### config.mk
export PLATFORM = sky130hd
export DESIGN_NAME = rr_bus_arbiter
export DESIGN_NICKNAME = d
export VERILOG_FILES = /design/src/rtl/rr_bus_arbiter_pkg.sv /design/src/rtl/rr_bus_arbiter_pick.sv /design/src/rtl/rr_bus_arbiter.sv
export SDC_FILE = /design/constraint.sdc
export NUM_CORES = 1
export LEC_CHECK = 0
export CAP_MARGIN = 20
export CORE_AREA = 2 2 243 245
export CTS_CLUSTER_DIAMETER = 30
export DETAILED_ROUTE_END_ITERATION = 10
export DIE_AREA = 0 0 245 247
export SYNTH_ARGS = -nofsm -noshare
export SYNTH_HDL_FRONTEND = slang
export SYNTH_HIERARCHICAL = 1
export SYNTH_SLANG_ARGS = --single-unit
### constraint.sdc
create_clock -name clk -period 3.77 [get_ports clk]
set_input_delay 0.754 -clock clk [delete_from_list [all_inputs] [get_ports clk]]
set_output_delay 0.754 -clock clk [all_outputs]
set_load 0.01 [all_outputs]
### src/rtl/rr_bus_arbiter_pkg.sv
// Shared definitions for the round-robin bus arbiter: arbitration states,
// stall counter width and a constant-foldable ceil(log2) helper.
package rr_bus_arbiter_pkg;

    typedef enum logic [1:0] {
        ST_IDLE    = 2'd0,
        ST_OWNED   = 2'd1,
        ST_PENALTY = 2'd2
    } arb_state_t;

    localparam int unsigned CNT_W = 16;

    function automatic int unsigned clog2(input int unsigned value);
        int unsigned result;
        result = 0;
        while ((32'd1 << result) < value) result++;
        return result;
    endfunction

endpackage

### src/rtl/rr_bus_arbiter_pick.sv
// Combinational round-robin priority encoder: first set bit of req found by
// searching upward from ptr and wrapping modulo N.
module rr_pick
    import rr_bus_arbiter_pkg::*;
#(
    parameter int unsigned N = 8
) (
    input  logic [N-1:0]        req,
    input  logic [clog2(N)-1:0] ptr,
    output logic                valid,
    output logic [clog2(N)-1:0] index
);
    localparam int unsigned IW = clog2(N);

    always_comb begin : search
        int unsigned cand;
        valid = 1'b0;
        index = '0;
        cand  = 0;
        // Walk from the farthest offset back toward ptr so the nearest requester is written last.
        for (int unsigned i = N; i > 0; i--) begin
            cand = 32'(ptr) + i - 1;
            if (cand >= N) cand = cand - N;
            if (req[IW'(cand)]) begin
                valid = 1'b1;
                index = IW'(cand);
            end
        end
    end

endmodule

### src/rtl/rr_bus_arbiter.sv
// Round-robin bus arbiter with zero-bubble handover, per-client master mux,
// stall timeout with error pulse, and masking of timed-out clients.
module rr_bus_arbiter
    import rr_bus_arbiter_pkg::*;
#(
    parameter int unsigned NCLIENTS = 8,
    parameter int unsigned AW       = 32,
    parameter int unsigned DW       = 32,
    parameter int unsigned TIMEOUT  = 255
) (
    input  logic                       clk,
    input  logic                       Nrst,
    input  logic [NCLIENTS-1:0]        bus_req,
    output logic [NCLIENTS-1:0]        bus_ack,
    input  logic [NCLIENTS*AW-1:0]     c_addr,
    input  logic [NCLIENTS*DW-1:0]     c_wdata,
    input  logic [NCLIENTS-1:0]        c_rd,
    input  logic [NCLIENTS-1:0]        c_wr,
    output logic [AW-1:0]              bus_addr,
    output logic [DW-1:0]              bus_wdata,
    output logic                       bus_rd,
    output logic                       bus_wr,
    input  logic                       bus_ready,
    output logic [clog2(NCLIENTS)-1:0] bus_owner,
    output logic                       bus_busy,
    output logic [NCLIENTS-1:0]        bus_err
);
    localparam int unsigned      IW     = clog2(NCLIENTS);
    localparam logic [CNT_W-1:0] TO_VAL = CNT_W'(TIMEOUT);

    arb_state_t          state, state_n;
    logic [NCLIENTS-1:0] ack_n, err_n, mask, mask_n, elig;
    logic [IW-1:0]       owner_n, ptr, ptr_n, win_idx;
    logic [CNT_W-1:0]    stall_cnt, stall_cnt_n, stall_inc;
    logic                win_valid, own_req, stall, timeout, rearb;

    assign bus_busy  = |bus_ack;
    assign own_req   = bus_req[bus_owner];
    assign stall     = bus_busy && (bus_rd || bus_wr) && !bus_ready;
    assign stall_inc = stall_cnt + CNT_W'(1);
    assign timeout   = (state == ST_OWNED) && stall && (stall_inc == TO_VAL);
    assign rearb     = (state != ST_OWNED) || timeout || !own_req;
    // A timing-out owner must not win the re-arbitration on its own timeout edge.
    assign elig      = bus_req & ~mask & ~(timeout ? bus_ack : '0);

    rr_pick #(.N(NCLIENTS)) u_pick (
        .req   (elig),
        .ptr   (ptr),
        .valid (win_valid),
        .index (win_idx)
    );

    always_comb begin
        state_n     = state;
        ack_n       = bus_ack;
        owner_n     = bus_owner;
        ptr_n       = ptr;
        err_n       = '0;
        mask_n      = mask & bus_req;
        stall_cnt_n = stall ? stall_inc : '0;
        if (timeout) begin
            err_n = bus_ack;
            if (own_req) mask_n = mask_n | bus_ack;
        end
        if (rearb) begin
            stall_cnt_n = '0;
            if (win_valid) begin
                state_n          = ST_OWNED;
                ack_n            = '0;
                ack_n[win_idx]   = 1'b1;
                owner_n          = win_idx;
                ptr_n            = (win_idx == IW'(NCLIENTS - 1)) ? '0 : win_idx + 1'b1;
            end else begin
                state_n = (|mask_n) ? ST_PENALTY : ST_IDLE;
                ack_n   = '0;
                owner_n = '0;
            end
        end
    end

    always_ff @(posedge clk or negedge Nrst) begin
        if (!Nrst) begin
            state     <= ST_IDLE;
            bus_ack   <= '0;
            bus_owner <= '0;
            ptr       <= '0;
            mask      <= '0;
            stall_cnt <= '0;
            bus_err   <= '0;
        end else begin
            state     <= state_n;
            bus_ack   <= ack_n;
            bus_owner <= owner_n;
            ptr       <= ptr_n;
            mask      <= mask_n;
            stall_cnt <= stall_cnt_n;
            bus_err   <= err_n;
        end
    end

    always_comb begin
        bus_addr  = '0;
        bus_wdata = '0;
        bus_rd    = 1'b0;
        bus_wr    = 1'b0;
        if (bus_busy) begin
            bus_addr  = c_addr[32'(bus_owner) * AW +: AW];
            bus_wdata = c_wdata[32'(bus_owner) * DW +: DW];
            bus_rd    = c_rd[bus_owner];
            bus_wr    = c_wr[bus_owner];
        end
    end

endmodule
==> qor.yml, run 1 <==
status:
  status: "complete, but fails checks"
  failed_checks: "negative setup slack"
routing:
  routedWlPerCell_um: 26.40
  dr_total_vias: 9662
  ant_nets: 0
  detailedRoute.firstIterationViolations: 458
  wirelength_um: 57940
  remaining_drc_errors: 0
  vias_per_cell: 4.402
  drt_first_pass_iters: 5
clock_network:
  tritoncts_clock_tree: "done"
  cts-root-to-sink-buffers: 2
  cts-buffers-inserted: 5
  clock_tree_sinks: 48
  post_cts_hold_buffer_count: 0
  worst_skew_pair.late_latency_ps: 290
  clkTransAtPathRegs_ps: 60
  clk_root_buffer_cell: "clkbuf_16"
  htreeDepth: 2
logic_synthesis:
  syn_avg_cell_area_um2: 11.53
  fraction_of_the_mapped_netlist_area_in_compound_gates: 0.07576
  syn_inst: 676
  async_reset_ff_frac: 1.000
  synth_cell_types: 72
  mux_share_of_post_synthesis_cell_area: 0.5520
  synth.largest_area_cell: "mux4_2"
  synthesis.yosys.warnings: 6
  synth_fa_ha_area_frac: 0.009631
  synth_fp_nets: 1221
  synth_top_family_by_area: "multiplexers"
  ys_top_cells_by_area: "mux4_2 (42%), dfrtp_1 (15%), mux2i_1 (9.9%)"
  synth-seq-cells: 48
  synth_seq_area_share: 0.1541
  ys_dominant_reg_cell: "dfrtp_1"
  synthXorXnorAreaFrac: 0.02103
  synth_top_area_frac: 0.4247
  synth-edff-count: 0
  mappedNetlistArea_um2: 7795
  synth_simple_gate_area_share: 0.1380
floorplan:
  floorplan.initialDensity: 0.1338
  floorplan.die_area_um2: 60520
  die_height_um: 247
  boundaryPins: 625
  design.core.area_um2: 58240
  fp.dieW_um: 245
  placementRows: 89
setup_path:
  worst_setup_path_startpoint: "c_wr[6]"
  crit_type: "in2reg"
  cp.required_ps: 3940
  crit_path_max_fanout: 5
  timing.critical_path.to_type: "flip-flop"
  worst_r2r_startpoint: "bus_owner[1]$_DFFE_PN0N_"
  cp.arrival_ps: 4860
  worst_setup_path_start_kind: "input port"
worst_hold_path:
  hold_path_class: "reg2reg"
  hold_path_startpoint: "mask[5]$_DFF_PN0_"
place:
  dpl.cell_count: 2145
  gp_congestion: 0.9756
  dp.final_hpwl_um: 49930
  numPortBuffers: 624
cells_and_area:
  layout.cells.most_common_list: "clkdlybuf4s50_1 (607), mux4_2 (148), buf_4 (127), nor2_1 (97), mux2i_1 (76)"
  final_layout_size_suffix_gt1_frac: 0.2863
  fillCellCount: 6044
  seq_area_um2: 1212
  layout_net_count: 1962
  areaGrowthSynthToFinish_pct: 116.2
  final_instance_count_excl_fillers: 2195
  final_common_cell: "clkdlybuf4s50_1"
  footprint_of_the_multi_input_gates_um2: 6573
timing:
  timing.final.crit_share: 1.244
  worst_pin_slew_ps: 946.6
  final_critical_path_setup_slack_ps: -920.1
  fmaxAchievable_mhz: 213.2
  rsz_0062_raised_after_global_routing: "yes"
  period_minus_slack_ps: 4690
  clock-skew-final_ps: 8.675
  final_hold_viol_count: 0
  report.final.slew_viol_count: 0
  slew-limit-headroom: 0.3690
  finalSetupViolations: 28
  hold-worst-slack_ps: 531.0
pwr:
  power-per-cell-area_nw_per_um2: 685.6
  totalPowerFinal_mw: 11.56
  p_leak_nw: 6.352
  irDropWorstVdd_mv: 0.4027
global_routing:
  antenna_found_initial: 43
  pin_count_of_the_biggest_net_entering_global_routing: 68
  grt_overflow: 0
  first_global_vias: 10324
  grt_pass1_wl_um: 78540
  grt_usage: 0.1850
flow_run:
  cap_violations: 0
==> repair_timing <==
action                     CTS  global route
setup endpoints to repair   68            63
setup buffers               41             3
resized for setup           84            34
cloned                       4             1
pin swaps                   36            25
hold endpoints to repair     0             0
==> through the flow <==
step                      setup WS, ps  setup TNS [ps]  area [um2]    util
final                           -920.1          -13320       16850  0.2894
after global placement           -1555          -24940       15850  0.2721
after CTS                       -890.8          -18970       16720  0.2872
after detailed placement         -1618          -26330       15850  0.2721
after floorplan                 -435.8           -3479        7928       -
after global routing             -1004          -17940       16850  0.2893
==> registers in the layout, summed over array words and instances, names as in the netlist <==
name	flops
bus_ack	8
bus_err	8
bus_owner	3
mask	8
ptr	3
stall_cnt	16
state	2
==> area by class of cell <==
class	count	area share
antenna	4	0.0005939
timing repair buffer	800	0.4690
clock inverter	1	0.0004454
multi-input combinational	552	0.3900
sequential	48	0.07194
clock buffer	7	0.008463
inverter	10	0.002227
tap	773	0.05739
==> per-layer routing <==
layer / GRT usage / routed length (um) / vias up
li1: - / - / 4229
met1: 0.2240 / 22950 / 4794
met2: 0.3014 / 26300 / 507
met3: 0.08997 / 7382 / 84
met4: 0.02744 / 998 / 48
met5: 0 / 313 / -
==> power breakdown <==
group | internal (mW) | switching [mW]
sequential | 0.595 | 0.139
clock | 0.265 | 0.196
combinational | 5.56 | 4.80
total | 6.42 | 5.13
==> logic make-up (layout without fill, tap and decap cells) <==
logic type	count (synthesis)	in the layout
AO/OA/AOI/OAI	81	81
XOR/XNOR	17	17
adder cells (fa/ha/maj)	6	6
buffers and inverters	76	818
flip-flops	48	48
multiplexers	239	239
other	0	4
AND/OR/NAND/NOR	209	209
==> cells in the mapped netlist (all sizes together) (4+ instances only) <==
master / count
a211oi: 4
a21oi: 15
a221o: 6
a22o: 10
a31oi: 6
and2: 12
buf: 44
clkbuf: 22
dfrtp: 48
ha: 6
inv: 9
mux2: 12
mux2i: 78
mux4: 149
nand2: 16
nand2b: 14
nand3: 15
nor2: 102
nor2b: 6
nor3: 12
nor4: 5
nor4b: 4
o21ai: 11
or3: 7
xnor2: 10
xor2: 7
==> critical path, cell delays in order <==
cell	delay, ps
clkdlybuf4s50_1	530
a211oi_2	110
nor4_4	430
o21bai_4	90
and4bb_4	420
buf_12	160
a21oi_4	80
buf_6	140
mux4_2	450
mux2_4	300
buf_4	140
nor2_2	100
o211ai_1	100
a211o_1	400
ha_4	200
ha_4	200
mux2_4	250
==> final timing paths <==
path                       cells after the start                      to  slack, ps
hold / removal                                 1       mask[5]$_DFF_PN0_        530
setup / recovery                              17      ptr[2]$_DFFE_PN0P_       -920
min in group asynchronous                      1  stall_cnt[4]$_DFF_PN0_        600
setup reg to reg                              18      ptr[2]$_DFFE_PN0P_       -890
max in group asynchronous                      2       mask[1]$_DFF_PN0_       2440
hold reg to reg                                1       mask[5]$_DFF_PN0_        530
No activity file was read; power rests on OpenSTA's default activity.
==> inputs of run 2 (changes only) <==
- REMOVE_ABC_BUFFERS: default -> 1
==> run 2 against run 1 <==
Effect of this change:
- the run still ends with negative setup slack left
- non-clock buffer count decreased by 47
- register-to-register slack better by 400 ps
- final area shrank 3.2%
- combinational power shrank 8%
- clock power fell by 2%
- sequential share of layout area increased by 0.24 points
- flip-flop and latch count unchanged
- maximum frequency up 8.6%
- critical path depth stayed put
- power shrank 7.1%
- largest cell class unchanged
- largest power group unchanged
==> qor.yml, run 2 (synthesis results as in run 1) <==
status:
  status: "complete, but fails checks"
  failed_checks: "negative setup slack"
cells_and_area:
  fillCellCount: 6049
  layout_net_count: 1915
  flip_flop_count_of_the_largest_register_after_layout: 16
  layout.cells.most_common_list: "clkdlybuf4s50_1 (604), mux4_2 (148), buf_4 (101), nor2_1 (98), mux2i_1 (76)"
  regMostFlops: "stall_cnt"
  final_common_cell: "clkdlybuf4s50_1"
  design_area_um2: 16320
  final_layout_size_suffix_gt1_frac: 0.2670
  areaGrowthSynthToFinish_pct: 109.3
routing:
  drt_first_pass_iters: 5
  remaining_drc_errors: 0
  vias_per_cell: 4.284
  dr_total_vias: 9202
  wirelength_um: 45290
  routedWlPerCell_um: 21.09
  detailedRoute.firstIterationViolations: 438
  ant_nets: 0
clock_network:
  worst_skew_pair.late_latency_ps: 290
  clkTransAtPathRegs_ps: 70
  cts-buffers-inserted: 5
  post_cts_hold_buffer_count: 0
  clock_tree_sinks: 48
  htreeDepth: 2
  tritoncts_clock_tree: "done"
  clk_root_buffer_cell: "clkbuf_16"
  cts-root-to-sink-buffers: 2
global_routing:
  grt_overflow: 0
  first_global_vias: 9636
  grt_pass1_wl_um: 62760
  pin_count_of_the_biggest_net_entering_global_routing: 65
  antenna_found_initial: 11
  grt_usage: 0.1392
setup_path:
  crit_path_cell_trace: "dlygate4sd2_1, mux4_2, nor2_4, nor4_4, o21bai_2, and4bb_4, buf_12, a21oi_4, mux2i_1, mux4_2, a211oi_2, or3_1, nand3_2, buf_6, ha_4, ha_4, mux2_4"
  crit_path_max_fanout: 7
  cp.required_ps: 3950
  timing.critical_path.to_type: "flip-flop"
  worst_r2r_startpoint: "bus_owner[0]$_DFFE_PN0N_"
  worstReg2RegEnd: "bus_ack[7]$_DFFE_PN0N_"
  worst_path_buffer_plus_inverter_count: 3
  worst_setup_path_start_kind: "input port"
  worst-r2r-setup-slack_ps: -490
  cp.arrival_ps: 4500
  critical_path.slowest_cell: "mux4_2"
  crit_type: "in2reg"
  length_in_cells_of_the_worst_reg_to_reg_path: 16
  path_delay_family: "multiplexers"
  max_stage_delay_ps: 560
floorplan:
  floorplan.initialDensity: 0.1338
  floorplan.die_area_um2: 60520
  fp.dieW_um: 245
  design.core.area_um2: 58240
  die_height_um: 247
  boundaryPins: 625
  placementRows: 89
timing:
  timing.final.crit_share: 1.146
  clock-skew-final_ps: 5.229
  rsz_0062_raised_after_global_routing: "yes"
  slew-limit-headroom: 0.4606
  finalSetupViolations: 16
  final_hold_viol_count: 0
  worst_pin_slew_ps: 809.1
  period_minus_slack_ps: 4319
  fmaxAchievable_mhz: 231.5
  report.final.slew_viol_count: 0
  final_critical_path_setup_slack_ps: -549.3
  timing.setup.tns_ps: -6976
pwr:
  power-per-cell-area_nw_per_um2: 658.1
  irDropWorstVdd_mv: 0.4162
  p_leak_nw: 5.970
flow_run:
  cap_violations: 0
worst_hold_path:
  hold_path_class: "in2async"
place:
  numPortBuffers: 624
  placement.setup.worst_slack_ps: -1400
  dpl_cell_area_um2: 15400
  gp_congestion: 0.9091
  dp.final_hpwl_um: 37930
## run 2: cell types whose count changed in the layout (fill, tap and decap cells not counted), sizes merged, moves of 2 or more
cell,before,now
clkdlybuf4s50,607,604
clkinv,1,4
buf,175,132
dlymetal6s2s,9,0
dlygate4sd2,7,16
clkbuf,8,6
## run 2: final cells by class
| type | count | area, um2 | area share |
|---|---|---|---|
| multi-input combinational | 552 | 6576 | 0.4031 |
| tap | 773 | 967.2 | 0.05928 |
| inverter | 10 | 37.54 | 0.002301 |
| clock inverter | 3 | 18.77 | 0.001150 |
| antenna | 4 | 10.01 | 0.0006135 |
| sequential | 48 | 1212 | 0.07431 |
| timing repair buffer | 753 | 7368 | 0.4516 |
| clock buffer | 5 | 125.1 | 0.007669 |
## run 2: worst max path at each step
stage                              from                endpoint  depth (start not counted)
3_3_place_gp                    c_wr[2]  bus_ack[7]$_DFFE_PN0N_                         16
5_1_grt          stall_cnt[1]$_DFF_PN0_  bus_ack[7]$_DFFE_PN0N_                         18
3_5_place_dp                    c_wr[2]  bus_ack[3]$_DFFE_PN0N_                         16
4_1_cts        bus_owner[0]$_DFFE_PN0N_      ptr[2]$_DFFE_PN0P_                         16
2_1_floorplan  bus_owner[0]$_DFFE_PN0N_      ptr[2]$_DFFE_PN0P_                         13
6_report                        c_wr[3]      ptr[2]$_DFFE_PN0P_                         17
## run 2: layer usage
metal	wire length (um)	track usage
met5	8	0
met4	1295	0.04986
met3	3281	0.03278
met2	23600	0.2440
met1	17100	0.1654
## run 2: power by group
group / switching [mW] / internal, mW
clock network: 0.204 / 0.245
logic: 4.41 / 5.17
registers: 0.115 / 0.595
total: 4.73 / 6.01
## run 2: per-stage QoR
step / power [mW] / hold slack (ps) / util / std cells
after floorplan: 5.640 / 458.4 / - / 610
after global placement: 9.217 / 508.9 / 0.2645 / 2106
after detailed placement: 9.237 / 515.7 / 0.2645 / 2106
after CTS: 10.29 / 532.7 / 0.2742 / 2129
after global routing: 11.48 / 553.9 / 0.2801 / 2148
final: 10.74 / 503.7 / 0.2801 / 2148
## run 2: timing repair
item                                    4_1_cts  5_1_grt
resized for setup                            95       41
pin swaps                                    22       17
gates cloned                                  1        2
endpoints found under the setup margin       60       41
buffers inserted                             16       13
